<file path="src/rtl/t01_ai_move_scheduler.sv">
// AI placement search sequencer: walks every (column, rotation) candidate, requests a feature
// extraction for each, scores the result and keeps the best one as the move plan.
// Optional build macro: T01_AI_SCHED_ROT_PRUNE_EN limits the rotations searched to num_rot_i.
module t01_ai_move_scheduler #(
    parameter int unsigned NUM_COLS   = 10,
    parameter int unsigned NUM_ROT    = 4,
    parameter int unsigned FE_TIMEOUT = 1023
) (
    input  logic       clk,
    input  logic       rst_n,
    input  logic       ai_en_i,
    input  logic       spawn_i,
    input  logic [4:0] block_type_i,
    input  logic [2:0] num_rot_i,
    output logic       extract_start_o,
    output logic [3:0] cand_col_o,
    output logic [1:0] cand_rot_o,
    input  logic       extract_ready_i,
    input  logic [7:0] lines_cleared_i,
    input  logic [7:0] holes_i,
    input  logic [7:0] bumpiness_i,
    input  logic [7:0] height_sum_i,
    output logic [3:0] best_col_o,
    output logic [1:0] best_rot_o,
    output logic [4:0] best_type_o,
    output logic       plan_valid_o,
    output logic       busy_o,
    output logic       timeout_o
);

    localparam int unsigned     CntW        = $clog2(FE_TIMEOUT + 1);
    localparam logic [CntW-1:0] TimeoutLast = CntW'(FE_TIMEOUT - 1);
    localparam logic [3:0]      LastCol     = 4'(NUM_COLS - 1);
    // Lowest 13-bit value; any real score beats it.
    localparam logic signed [12:0] ScoreMin = 13'sh1000;

    typedef enum logic [2:0] {StIdle, StIssue, StWait, StScore, StNext, StDone} state_e;

    state_e state_q, state_d;

    logic [3:0]         cand_col_q, cand_col_d;
    logic [1:0]         cand_rot_q, cand_rot_d;
    logic [3:0]         best_col_q, best_col_d;
    logic [1:0]         best_rot_q, best_rot_d;
    logic [4:0]         best_type_q, best_type_d;
    logic signed [12:0] best_score_q, best_score_d;
    logic               timeout_q, timeout_d;
    logic [CntW-1:0]    wait_cnt_q, wait_cnt_d;
    logic [7:0]         lines_q, lines_d;
    logic [7:0]         holes_q, holes_d;
    logic [7:0]         bump_q, bump_d;
    logic [7:0]         height_q, height_d;

    logic               start_search;
    logic               wait_expired;
    logic               last_cand;
    logic [2:0]         rot_limit;
    logic signed [12:0] score;

    // A spawn while AI mode is active always (re)starts the search, even mid-search.
    assign start_search = spawn_i && ai_en_i;
    assign wait_expired = (wait_cnt_q == TimeoutLast);

`ifdef T01_AI_SCHED_ROT_PRUNE_EN
    logic [2:0] rot_limit_q, rot_limit_d;
    logic [2:0] num_rot_clamped;

    // Clamp the requested rotation count into 1..NUM_ROT.
    always_comb begin
        if (num_rot_i == 3'd0) begin
            num_rot_clamped = 3'd1;
        end else if (num_rot_i > 3'(NUM_ROT)) begin
            num_rot_clamped = 3'(NUM_ROT);
        end else begin
            num_rot_clamped = num_rot_i;
        end
    end

    // Capture the rotation limit of the piece being searched.
    always_comb begin
        rot_limit_d = start_search ? num_rot_clamped : rot_limit_q;
    end

    // Rotation limit register.
    always_ff @(posedge clk or negedge rst_n) begin
        if (!rst_n) begin
            rot_limit_q <= 3'(NUM_ROT);
        end else begin
            rot_limit_q <= rot_limit_d;
        end
    end

    assign rot_limit = rot_limit_q;
`else
    logic unused_num_rot;

    assign unused_num_rot = ^num_rot_i;
    assign rot_limit      = 3'(NUM_ROT);
`endif

    assign last_cand = (cand_col_q == LastCol) && ({1'b0, cand_rot_q} == rot_limit - 3'd1);

    // score = 8*lines - 4*holes - bumpiness - height_sum, zero-extended into 13 bits.
    assign score = $signed({2'b00, lines_q, 3'b000}) - $signed({3'b000, holes_q, 2'b00})
                 - $signed({5'b00000, bump_q}) - $signed({5'b00000, height_q});

    // FSM state register.
    always_ff @(posedge clk or negedge rst_n) begin
        if (!rst_n) begin
            state_q <= StIdle;
        end else begin
            state_q <= state_d;
        end
    end

    // FSM next state: AI disable dominates, then spawn, then the normal walk.
    always_comb begin
        state_d = state_q;
        if (!ai_en_i) begin
            state_d = StIdle;
        end else if (spawn_i) begin
            state_d = StIssue;
        end else begin
            case (state_q)
                StIdle:  state_d = StIdle;
                StIssue: state_d = StWait;
                StWait: begin
                    if (extract_ready_i) begin
                        state_d = StScore;
                    end else if (wait_expired) begin
                        state_d = StNext;
                    end
                end
                StScore: state_d = StNext;
                StNext:  state_d = last_cand ? StDone : StIssue;
                StDone:  state_d = StDone;
                default: state_d = StIdle;
            endcase
        end
    end

    // FSM outputs, decoded from the current state only.
    always_comb begin
        extract_start_o = (state_q == StIssue);
        plan_valid_o    = (state_q == StDone);
        busy_o          = (state_q != StIdle) && (state_q != StDone);
    end

    // Datapath next state: candidate walk, wait counter, feature capture and best tracking.
    always_comb begin
        cand_col_d   = cand_col_q;
        cand_rot_d   = cand_rot_q;
        best_col_d   = best_col_q;
        best_rot_d   = best_rot_q;
        best_type_d  = best_type_q;
        best_score_d = best_score_q;
        timeout_d    = timeout_q;
        wait_cnt_d   = wait_cnt_q;
        lines_d      = lines_q;
        holes_d      = holes_q;
        bump_d       = bump_q;
        height_d     = height_q;
        if (start_search) begin
            best_type_d  = block_type_i;
            cand_col_d   = '0;
            cand_rot_d   = '0;
            best_col_d   = '0;
            best_rot_d   = '0;
            best_score_d = ScoreMin;
            timeout_d    = 1'b0;
        end else if (ai_en_i) begin
            case (state_q)
                StIssue: wait_cnt_d = '0;
                StWait: begin
                    if (extract_ready_i) begin
                        lines_d  = lines_cleared_i;
                        holes_d  = holes_i;
                        bump_d   = bumpiness_i;
                        height_d = height_sum_i;
                    end else if (wait_expired) begin
                        timeout_d = 1'b1;
                    end else begin
                        wait_cnt_d = wait_cnt_q + 1'b1;
                    end
                end
                StScore: begin
                    // Strict compare keeps the earliest candidate on ties.
                    if (score > best_score_q) begin
                        best_score_d = score;
                        best_col_d   = cand_col_q;
                        best_rot_d   = cand_rot_q;
                    end
                end
                StNext: begin
                    if (!last_cand) begin
                        if (cand_col_q == LastCol) begin
                            cand_col_d = '0;
                            cand_rot_d = cand_rot_q + 2'd1;
                        end else begin
                            cand_col_d = cand_col_q + 4'd1;
                        end
                    end
                end
                default: ;
            endcase
        end
    end

    // Datapath registers.
    always_ff @(posedge clk or negedge rst_n) begin
        if (!rst_n) begin
            cand_col_q   <= '0;
            cand_rot_q   <= '0;
            best_col_q   <= '0;
            best_rot_q   <= '0;
            best_type_q  <= '0;
            best_score_q <= ScoreMin;
            timeout_q    <= 1'b0;
            wait_cnt_q   <= '0;
            lines_q      <= '0;
            holes_q      <= '0;
            bump_q       <= '0;
            height_q     <= '0;
        end else begin
            cand_col_q   <= cand_col_d;
            cand_rot_q   <= cand_rot_d;
            best_col_q   <= best_col_d;
            best_rot_q   <= best_rot_d;
            best_type_q  <= best_type_d;
            best_score_q <= best_score_d;
            timeout_q    <= timeout_d;
            wait_cnt_q   <= wait_cnt_d;
            lines_q      <= lines_d;
            holes_q      <= holes_d;
            bump_q       <= bump_d;
            height_q     <= height_d;
        end
    end

    assign cand_col_o  = cand_col_q;
    assign cand_rot_o  = cand_rot_q;
    assign best_col_o  = best_col_q;
    assign best_rot_o  = best_rot_q;
    assign best_type_o = best_type_q;
    assign timeout_o   = timeout_q;

endmodule

</file>
<file path="config.mk">
export PLATFORM = sky130hd
export DESIGN_NAME = t01_ai_move_scheduler
export DESIGN_NICKNAME = d
export VERILOG_FILES = /design/src/rtl/t01_ai_move_scheduler.sv
export SDC_FILE = /design/constraint.sdc
export NUM_CORES = 1
export LEC_CHECK = 0
export BUFFER_PORTS_ARGS = -buffer_cell sky130_fd_sc_hd__buf_2
export CAP_MARGIN = 0
export CORE_ASPECT_RATIO = 0.6
export CORE_MARGIN = 2
export CORE_UTILIZATION = 41
export CTS_CLUSTER_SIZE = 10
export DETAILED_ROUTE_END_ITERATION = 10
export PLACE_DENSITY = 0.65
export SETUP_SLACK_MARGIN = 0.1
export SYNTH_ARGS = -nofsm -noshare
export SYNTH_HDL_FRONTEND = slang
export SYNTH_SLANG_ARGS = --single-unit
</file>
<file path="constraint.sdc">
create_clock -name clk -period 7 [get_ports clk]
set_input_delay 1.05 -clock clk [delete_from_list [all_inputs] [get_ports clk]]
set_output_delay 1.05 -clock clk [all_outputs]
set_load 0.03 [all_outputs]
</file>
==> metrics.txt, run 1 <==
status=complete, no violations; total number of vias=~3.3k; Filler cells=a little under 1k; Initial Utilization=42.4%; clk_lat worst skew=about 0.33 ns; Worst Setup End Kind=flop; syn_nets=520; Post-CTS Setup Inserts=0; initial antenna violation count=0; Leak Pwr=between 0.002 and 0.003 uW; post-cts resize count=0; # port buffers=62; Nets=between 500 and 600; critical path startpoint category=flop; slew margin rel.=around 36%; count of pins over their slew limit=0; CTS tree=yes; Clock Skews=0.00627 ns; EDFF count, synth=0; Placer Congestion=between 0.7 and 0.8; syn avg cell area=between 10 and 15 um2; ys async rst share=100%; maxcap violations=0; Worst VDD drop=approximately 190 uV; Hold Slack=between 0.4 and 0.5 ns; GR Util met1=about a quarter; Max Fclk=around 190 MHz; post-route ant nets=0; die height=around 85 um; DR vias/cell=5.12; unrepaired setup endpoints after global routing=false; DP Area=between 0.004 and 0.005 mm2; Longest Clk Path Bufs=2; first-pass GRT wire length=approximately 16000 um; Sink Count=76; Clk pin slew, worst setup/hold paths=about 0.060 ns; Rows=29; Critical Path AT=5.40 ns; power per cell area=387 mW/mm2; post-route cell area=0.00529 mm2; Tot Pwr=~2000 uW; CORE AREA=about 0.011 mm2; routed len/inst=around 14 um; total CTS buffers=9; Hold-fix buffers, CTS=0; Netlist cell types=between 50 and 60; CP max-delay cell=a21oi_2; sequential cell area fraction in the yosys report=between 40% and 50%; Min-Delay Path Class=flop to flop; dpl ws=1.91 ns; Critical Path, Cell by Cell=fa_1 > nand2b_1 > nand2b_1 > a21oi_1 > xnor2_1 > fa_1 > ha_1 > or2_2 > a31oi_1 > nor2_1 > o31ai_1 > ha_1 > nand4_1 > nor3_2 > a31oi_1 > mux2i_2 > a21oi_2 > a22o_1; Final setup viols=0; cell area after synthesis=0.00452 mm2; Worst EP required=a little over 7 ns; met2 Track Usage GR=around a quarter; crit path max fanout=19; Setup WS post-layout=1.86 ns; Final period util=between 70% and 80%; Initial DRC Count=between 150 and 200; DP Wirelength=between 6000 and 7000 um; hold depth=2; busiest grt layer=met2; fin crit period=5.14 ns; area of the die=~0.012 mm2; yosys warns=0; vias in the first global route=~3.3k; Final Hold Vio Count=0; Top-Level Pins=66; share of cells above drive strength 1=around a quarter; Global Route met3 Usage=under 10%; Sum Neg Setup Slack=0 ns; Critical Path Max Stage Delay=approximately 0.72 ns; Post-Synthesis Cells=approximately 430; worst slew pin tran=0.960 ns; DR pass1 iterations=4; total gr overflow=0; largest net degree at the start of global routing=slightly below 80; H-tree depth=3; # diodes=0; buffer type at the clock tree root=clkbuf_16; Area Overhead vs Synth=17.0%; DRT Wirelength=roughly 9100 um; kind of critical path=flop to flop; DRC Markers=0; Die Wd=between 100 and 150 um; r2r worst-path depth=18; top_reg_cell synth=dfrtp_1; register bit count reported by yosys=76; Total GRT Usage=~16%
-- layout by cell type (no fill, tap or decap), types with 6 or more instances in the layout --
| cell type | count |
|---|---|
| o21ai_1 | 7 |
| xnor2_1 | 17 |
| inv_1 | 53 |
| a21oi_1 | 21 |
| mux2_2 | 32 |
| nand2_1 | 28 |
| ha_1 | 36 |
| nor2_1 | 25 |
| nand2b_1 | 8 |
| a22o_1 | 18 |
| buf_2 | 61 |
| fa_1 | 8 |
| clkbuf_16 | 9 |
| a21o_1 | 7 |
| nand3_1 | 14 |
| dfrtp_1 | 75 |
| or3_1 | 6 |
-- routing by layer --
| layer | share of wire (%) | routed length (um) |
|---|---|---|
| met1 | 52 | 4710 |
| met2 | 43 | 3900 |
| met5 | 0 | 0 |
| met4 | 0.67 | 61 |
| met3 | 4.8 | 434 |
-- flip-flops by register name, summed over array words and instances, names as in the netlist --
signal        cells
state_q           3
timeout_o         1
lines_q           8
cand_rot_o        2
holes_q           8
best_score_q     13
best_col_o        4
cand_col_o        4
wait_cnt_q       10
best_type_o       5
height_q          8
bump_q            8
best_rot_o        2
-- cell usage after synthesis (8+ instances only) --
| master | instances | share of area [%] |
|---|---|---|
| a22o_1 | 18 | 3.5 |
| fa_1 | 8 | 3.5 |
| nand2_1 | 28 | 2.3 |
| mux2_2 | 32 | 8.0 |
| ha_1 | 36 | 10 |
| nand3_1 | 14 | 1.5 |
| a21oi_1 | 21 | 2.3 |
| xnor2_1 | 17 | 3.3 |
| dfrtp_1 | 75 | 41 |
| nand2b_1 | 8 | 1.1 |
| nor2_1 | 25 | 2.1 |
| inv_1 | 53 | 4.4 |
-- cell families (layout without fill, tap and decap cells) --
group | Yosys count | after routing | share of synthesized area [%]
adder cells (fa/ha/maj) | 44 | 44 | 13.5
flip-flops | 76 | 76 | 42.1
XOR/XNOR | 19 | 19 | 3.68
multiplexers | 35 | 35 | 8.71
buffers and inverters | 62 | 132 | 5.92
AND/OR/NAND/NOR | 111 | 111 | 13.0
AO/OA/AOI/OAI | 84 | 84 | 13.1
-- power breakdown --
part / internal (uW) / total [uW] / switching [uW]
sequential: 475 / 497 / 22.4
clock: 358 / 534 / 175
combinational: 457 / 1020 / 560
-- worst max-delay path: cells and delay by family, from the launching register on --
kind / cells / cell delay (ns)
AOI/OAI and AO/OA: 6 / 1.69
xor gates and xnor gates: 1 / 0.21
adders and majority gates: 4 / 1.47
DFF: 1 / 0.46
muxes: 1 / 0.20
and+or+nand+nor: 6 / 1.04
-- area by class of cell --
type	count	area (um2)	area share [%]
sequential	76	1900	35.9
clock buffer	12	246	4.66
multi-input combinational	293	2350	44.5
tap	139	174	3.29
inverter	53	199	3.76
clock inverter	4	97.6	1.84
timing repair buffer	63	320	6.05
-- path summary, 6_finish.rpt --
| kind | endpoint | from | slack (ns) |
|---|---|---|---|
| max | best_score_q[10]$_DFFE_PN0P_ | holes_q[0]$_DFFE_PN0P_ | 1.86 |
| min | best_type_o[0]$_DFFE_PN0P_ | best_type_o[0]$_DFFE_PN0P_ | 0.47 |
| max reg2reg | best_score_q[10]$_DFFE_PN0P_ | holes_q[0]$_DFFE_PN0P_ | 1.86 |
| min reg2reg | best_type_o[0]$_DFFE_PN0P_ | best_type_o[0]$_DFFE_PN0P_ | 0.47 |
| max in group asynchronous | bump_q[2]$_DFFE_PN0P_ | rst_n | 5.51 |
| min in group asynchronous | wait_cnt_q[1]$_DFFE_PN0P_ | rst_n | 0.89 |
-- per-stage QoR --
step | cells | util (%)
floorplan | 431 | -
finish | 640 | 49.6
CTS | 640 | 49.6
global placement | 624 | 46.4
detailed placement | 624 | 46.4
global route | 640 | 49.6
Note: power is estimated with default switching activity, not from simulation.
==> run 2, diff against run 1 <==
PLACE_DENSITY = 0.68   (was 0.65)
clock period = 4.29 ns   (was 7 ns; I/O delays follow)
==> run 2 against run 1 <==
Effect of this change: the flow now finishes with violations (setup timing); sequential power increased by 64%; first-iteration DRC count increased by 0.64%; critical path depth increased by 2; count of clock-buffer cells in the layout decreased by 1; combinational power increased by 140%; non-clock buffer count increased by 33; core utilization increased by 4.4 points; die area unchanged; sequential share of layout area decreased by 3.0 points; routed wire length increased by 13%; final area increased by 9.0%; critical path type unchanged; largest cell class unchanged.
==> metrics.txt, run 2 (synthesis results as in run 1) <==
status=finished, violations left; failing checks=setup timing; fin cells=674 (+5.3%); net switching share of the total power=38.9% (+1.9 points); unrepaired setup endpoints after global routing=true; total CTS buffers=9 (unchanged); vias in the first global route=3612 (+9.9%); Clk pin slew, worst setup/hold paths=0.06 ns (about the same); CORE AREA=0.0107 mm2 (unchanged); clk_lat worst skew=0.34 ns (about the same); Initial DRC Count=157 (+0.64%); fin crit period=4.62 ns (-0.518 ns); critical path startpoint category=flop; most frequent cells in the layout=dfrtp_1, buf_2, inv_1; DP Wirelength=7380 um (+9.9%); Clock Skews=0.00730 ns (+0.00102 ns); DP Area=0.00525 mm2 (+6.1%); Gate power share=59.8% (+10 points); DR pass1 iterations=4 (unchanged); total number of vias=3477 (+6.0%); Final period util=108% (+34 points); clock share of power=20.5% (-5.6 points); Total GRT Usage=17.9% (+1.6 points); largest net degree at the start of global routing=77 (unchanged); slew margin rel.=30.9% (-5.1 points); Worst EP required=4.51 ns (-2.75 ns); # port buffers=62 (unchanged); wl on met1=5030 um (+7.0%); Final Util=54.1% (+4.4 points); DR WL met3=418 um (-3.7%); Area Overhead vs Synth=27.5%; P_sw=1600 uW (+110%); Longest Clk Path Bufs=2 (unchanged); Die Wd=140 um (unchanged); max reg flops=13 (unchanged); Sink Count=76 (unchanged); Top reg by flops=best_score_q; Placer Congestion=0.797 (+1.2%); worst slew pin tran=1.03 ns (+0.0692 ns); Initial Utilization=42.4% (unchanged); Max Fclk=216 MHz (+11%); maxcap violations=0 (unchanged); total gr overflow=0 (unchanged); placed instance count=652 (+4.5%); Tot Pwr=4110 uW (+100%); DR vias/cell=5.16 (+0.69%); sequential fraction of design power=19.8% (-4.5 points); Setup WS post-layout=-0.329 ns (-2.19 ns); Top-Level Pins=66 (unchanged); # diodes=0 (unchanged); Final setup viols=19 (+19); post-route cell area=0.00577 mm2 (+9.0%); routed len/inst=15.2 um (+6.9%); crit path max fanout=8 (-11); DRC Markers=0 (unchanged); DRT Wirelength=10200 um (+13%); Leak Pwr=0.00276 uW (+8.2%); Nets=619 (+5.8%); Hold-fix buffers, CTS=0 (unchanged); Rows=29 (unchanged); first-pass GRT wire length=17100 um (+9.0%); buffer type at the clock tree root=clkbuf_16; Worst Setup End Kind=flop; power per cell area=713 mW/mm2 (+84%); H-tree depth=3 (unchanged); initial antenna violation count=0 (unchanged); Final Hold Vio Count=0 (unchanged); most common cell after layout, fill and taps aside=dfrtp_1; count of pins over their slew limit=0 (unchanged); Largest regs=best_score_q: 13 flops, wait_cnt_q: 10 flops; Worst VDD drop=327 uV (+71%); share of cells above drive strength 1=35.5% (+11 points); post-route ant nets=0 (unchanged); Int Power=2520 uW (+95%); die height=85.4 um (unchanged); kind of critical path=flop to flop; Critical Path AT=4.84 ns (-0.56 ns); Min-Delay Path Class=input pin to async pin; CTS tree=yes; Top Layer Used=met4; WL met2=4680 um (+20%); area of the die=0.0119 mm2 (unchanged)
## run 2: timing repair
item                                    in CTS  in global routing
pin swaps                                   11                 16
gates cloned                                 1                  0
buffers inserted                             2                  3
hold endpoints to repair                     0                  0
endpoints found under the setup margin      19                 19
resized for setup                           13                 16
## run 2: metrics by stage
| step | hold slack (ns) | TNS, ns | worst slack [ns] |
|---|---|---|---|
| after global placement | 0.453 | -4.77 | -0.265 |
| after floorplan | 0.348 | 0 | 0.0398 |
| after CTS | 0.472 | -4.19 | -0.254 |
| after global routing | 0.496 | -10.61 | -0.593 |
| after detailed placement | 0.457 | -8.66 | -0.483 |
| final | 0.467 | -5.69 | -0.329 |
## run 2: area by class of cell
type	instances	area (um2)
well taps	139	174
clock inverters	5	82.6
multi-input cells	294	2580
fillers	956	4900
clock buffers	11	253
inverters	53	199
repair buffers	96	576
flip-flops and latches	76	1900
## run 2: power groups by stage
stage                     clock network [uW]  registers, uW  logic [uW]
after floorplan                            0            827        1420
after global placement                     0            821        1960
after detailed placement                   0            825        2060
after CTS                                860            813        2170
after global routing                     892            820        2740
final                                    843            813        2460
## run 2: final timing paths
kind | startpoint | endpoint | slack, ns | cells after the start
min | rst_n | best_col_o[2]$_DFFE_PN0P_ | 0.47 | 1
max reg2reg | holes_q[1]$_DFFE_PN0P_ | best_score_q[8]$_DFFE_PN0P_ | -0.33 | 20
max | holes_q[1]$_DFFE_PN0P_ | best_score_q[8]$_DFFE_PN0P_ | -0.33 | 20
min in group clk | best_type_o[0]$_DFFE_PN0P_ | best_type_o[0]$_DFFE_PN0P_ | 0.47 | 2
max in group asynchronous | rst_n | holes_q[6]$_DFFE_PN0P_ | 3.21 | 1
min reg2reg | best_type_o[0]$_DFFE_PN0P_ | best_type_o[0]$_DFFE_PN0P_ | 0.47 | 2
## run 2: critical path: stages, from the launching register on
cell	delay, ns
dfrtp_1	0.40
inv_1	0.06
ha_1	0.27
nand2b_1	0.09
a21oi_2	0.21
nor2_2	0.09
xnor2_2	0.15
fa_2	0.61
ha_4	0.21
a21o_1	0.17
a21oi_2	0.18
o221ai_4	0.15
xnor2_2	0.18
ha_1	0.32
nand4_1	0.14
nor3_2	0.25
a31oi_1	0.14
mux2i_2	0.33
a21oi_2	0.14
buf_6	0.19
a22o_1	0.20
## run 2: metal layers
layer | vias up | GRT usage (%)
met1 | 1700 | 25.1
met4 | 0 | 4.09
met5 | - | 0
met2 | 64 | 28.4
li1 | 1704 | -
met3 | 9 | 4.46
==> run 3, diff against run 2 <==
SKIP_CTS_REPAIR_TIMING = 1   (was unset)
==> run 3 against run 2 <==
Effect of this change: the flow still finishes with violations (setup timing); die area unchanged; sequential cell count unchanged; clock skew down 0.00063 ns; core utilization down 0.65 points; via count down 1.2%; worst hold slack about the same; register-to-register slack better by 0.05 ns; maximum frequency up 1.1%; largest cell class unchanged; largest power group unchanged; highest routed layer unchanged.
==> metrics.txt, run 3 (synthesis results as in run 1) <==
most common cell after layout, fill and taps aside=dfrtp_1; Sink Count=76 (unchanged); RR Endpoint=best_score_q[8]$_DFFE_PN0P_; die height=85.4 um (unchanged); crit path max fanout=8 (unchanged); Worst Setup End Kind=flop; slew margin rel.=31.1% (+0.17 points); Initial DRC Count=161 (+2.5%); Final setup viols=19 (unchanged); count of pins over their slew limit=0 (unchanged); kind of critical path=flop to flop; Worst EP required=4.51 ns (about the same); CTS tree=yes; Clock Skews=0.00667 ns (-0.000631 ns); routed len/inst=14.9 um (-1.9%); post-route cell area=0.00570 mm2 (-1.2%); largest net degree at the start of global routing=77 (unchanged); Rows=29 (unchanged); worst reg2reg setup slack=-0.28 ns (+0.05 ns); total gr overflow=0 (unchanged); Setup WS post-layout=-0.278 ns (+0.0518 ns); Leak Pwr=0.00274 uW (-1.1%); initial antenna violation count=0 (unchanged); CP Launch Point=holes_q[1]$_DFFE_PN0P_; DP Wirelength=7380 um (unchanged); share of cells above drive strength 1=33.6% (-1.9 points); reg2reg start=holes_q[1]$_DFFE_PN0P_; DRC Markers=0 (unchanged); Initial Utilization=42.4% (unchanged); unrepaired setup endpoints after global routing=true; Final period util=106% (-1.2 points); DR pass1 iterations=4 (unchanged); DP Area=0.00525 mm2 (unchanged); r2r worst-path depth=21 (+5.0%); DRT Wirelength=10000 um (-2.4%); Setup crit end=best_score_q[8]$_DFFE_PN0P_; total CTS buffers=9 (unchanged); total number of vias=3436 (-1.2%); Largest regs=best_score_q: 13 flops, wait_cnt_q: 10 flops; first-pass GRT wire length=16700 um (-1.9%); # diodes=0 (unchanged); failing checks=setup timing; Die Wd=140 um (unchanged); vias in the first global route=3549 (-1.7%); H-tree depth=3 (unchanged); max reg flops=13 (unchanged); Placer Congestion=0.797 (unchanged); DR vias/cell=5.12 (-0.74%); post-route ant nets=0 (unchanged); Final Hold Vio Count=0 (unchanged); status=finished, violations left; Critical Path AT=4.79 ns (-0.05 ns); # port buffers=62 (unchanged); worst slew pin tran=1.03 ns (-0.00258 ns); maxcap violations=0 (unchanged); Max Fclk=219 MHz (+1.1%); Nets=616 (-0.48%); Longest Clk Path Bufs=2 (unchanged); Clk pin slew, worst setup/hold paths=0.06 ns (about the same); placed instance count=652 (unchanged); Total GRT Usage=17.5% (-0.39 points); Top reg by flops=best_score_q; critical path startpoint category=flop; most frequent cells in the layout=dfrtp_1, buf_2, inv_1; Area Overhead vs Synth=26.0%; fin crit period=4.57 ns (-0.0518 ns); power per cell area=697 mW/mm2 (-2.3%); Min-Delay Path Class=input pin to async pin; clk_lat worst skew=0.34 ns (about the same); CORE AREA=0.0107 mm2 (unchanged); buffer type at the clock tree root=clkbuf_16; Top-Level Pins=66 (unchanged); Worst VDD drop=302 uV (-7.6%); fin cells=671 (-0.45%); area of the die=0.0119 mm2 (unchanged)
-- run 3: cell count changes in the layout (fill, tap and decap cells not counted), sizes merged --
cell | before | now
buf | 96 | 93
-- run 3: power by group --
part,switching [uW],internal [uW]
clock,300,543
sequential,37.8,774
combinational,1200,1110
total,1540,2430
-- run 3: cell type report --
| class | instances | area, um2 |
|---|---|---|
| clock buffer | 11 | 253 |
| clock inverter | 5 | 82.6 |
| fill | 966 | 4970 |
| inverter | 53 | 199 |
| multi-input combinational | 294 | 2530 |
| sequential | 76 | 1900 |
| tap | 139 | 174 |
| timing repair buffer | 93 | 553 |
-- run 3: worst min path at each step --
stage / to / slack (ns)
after global placement: best_type_o[4]$_DFFE_PN0P_ / 0.45
after global routing: best_type_o[2]$_DFFE_PN0P_ / 0.50
after CTS: best_type_o[0]$_DFFE_PN0P_ / 0.47
final: cand_rot_o[0]$_DFFE_PN0P_ / 0.47
after floorplan: best_col_o[0]$_DFFE_PN0P_ / 0.35
after detailed placement: best_type_o[0]$_DFFE_PN0P_ / 0.46
-- run 3: routing by layer --
| metal | wire length (um) | global-route usage (%) |
|---|---|---|
| met1 | 5060 | 24.5 |
| met4 | 83 | 4.09 |
| met3 | 399 | 4.46 |
| met2 | 4460 | 27.7 |
| met5 | 0 | 0 |
-- run 3: critical path, stage by stage, from the launching register on --
cell      delay, ns
dfrtp_1        0.40
inv_1          0.06
ha_1           0.27
nand2b_1       0.12
nand2b_1       0.07
a21oi_1        0.15
xnor2_1        0.16
fa_1           0.49
ha_4           0.30
and4_1         0.28
o21ai_4        0.11
buf_4          0.14
a211o_1        0.28
nand3_1        0.10
ha_1           0.25
inv_2          0.09
nor3_2         0.06
a31oi_1        0.23
mux2i_2        0.37
a21oi_2        0.14
buf_6          0.19
a22o_1         0.19
-- run 3: stage by stage --
step	setup WS, ns	power, uW	hold WS [ns]	setup TNS, ns	util [%]
after floorplan	0.0398	2240	0.348	0	-
after global placement	-0.265	2780	0.453	-4.77	49.2
after detailed placement	-0.483	2890	0.457	-8.66	49.2
after CTS	-0.485	3760	0.472	-8.88	52.4
after global routing	-0.558	4300	0.496	-10.16	53.4
final	-0.278	3970	0.467	-4.90	53.4
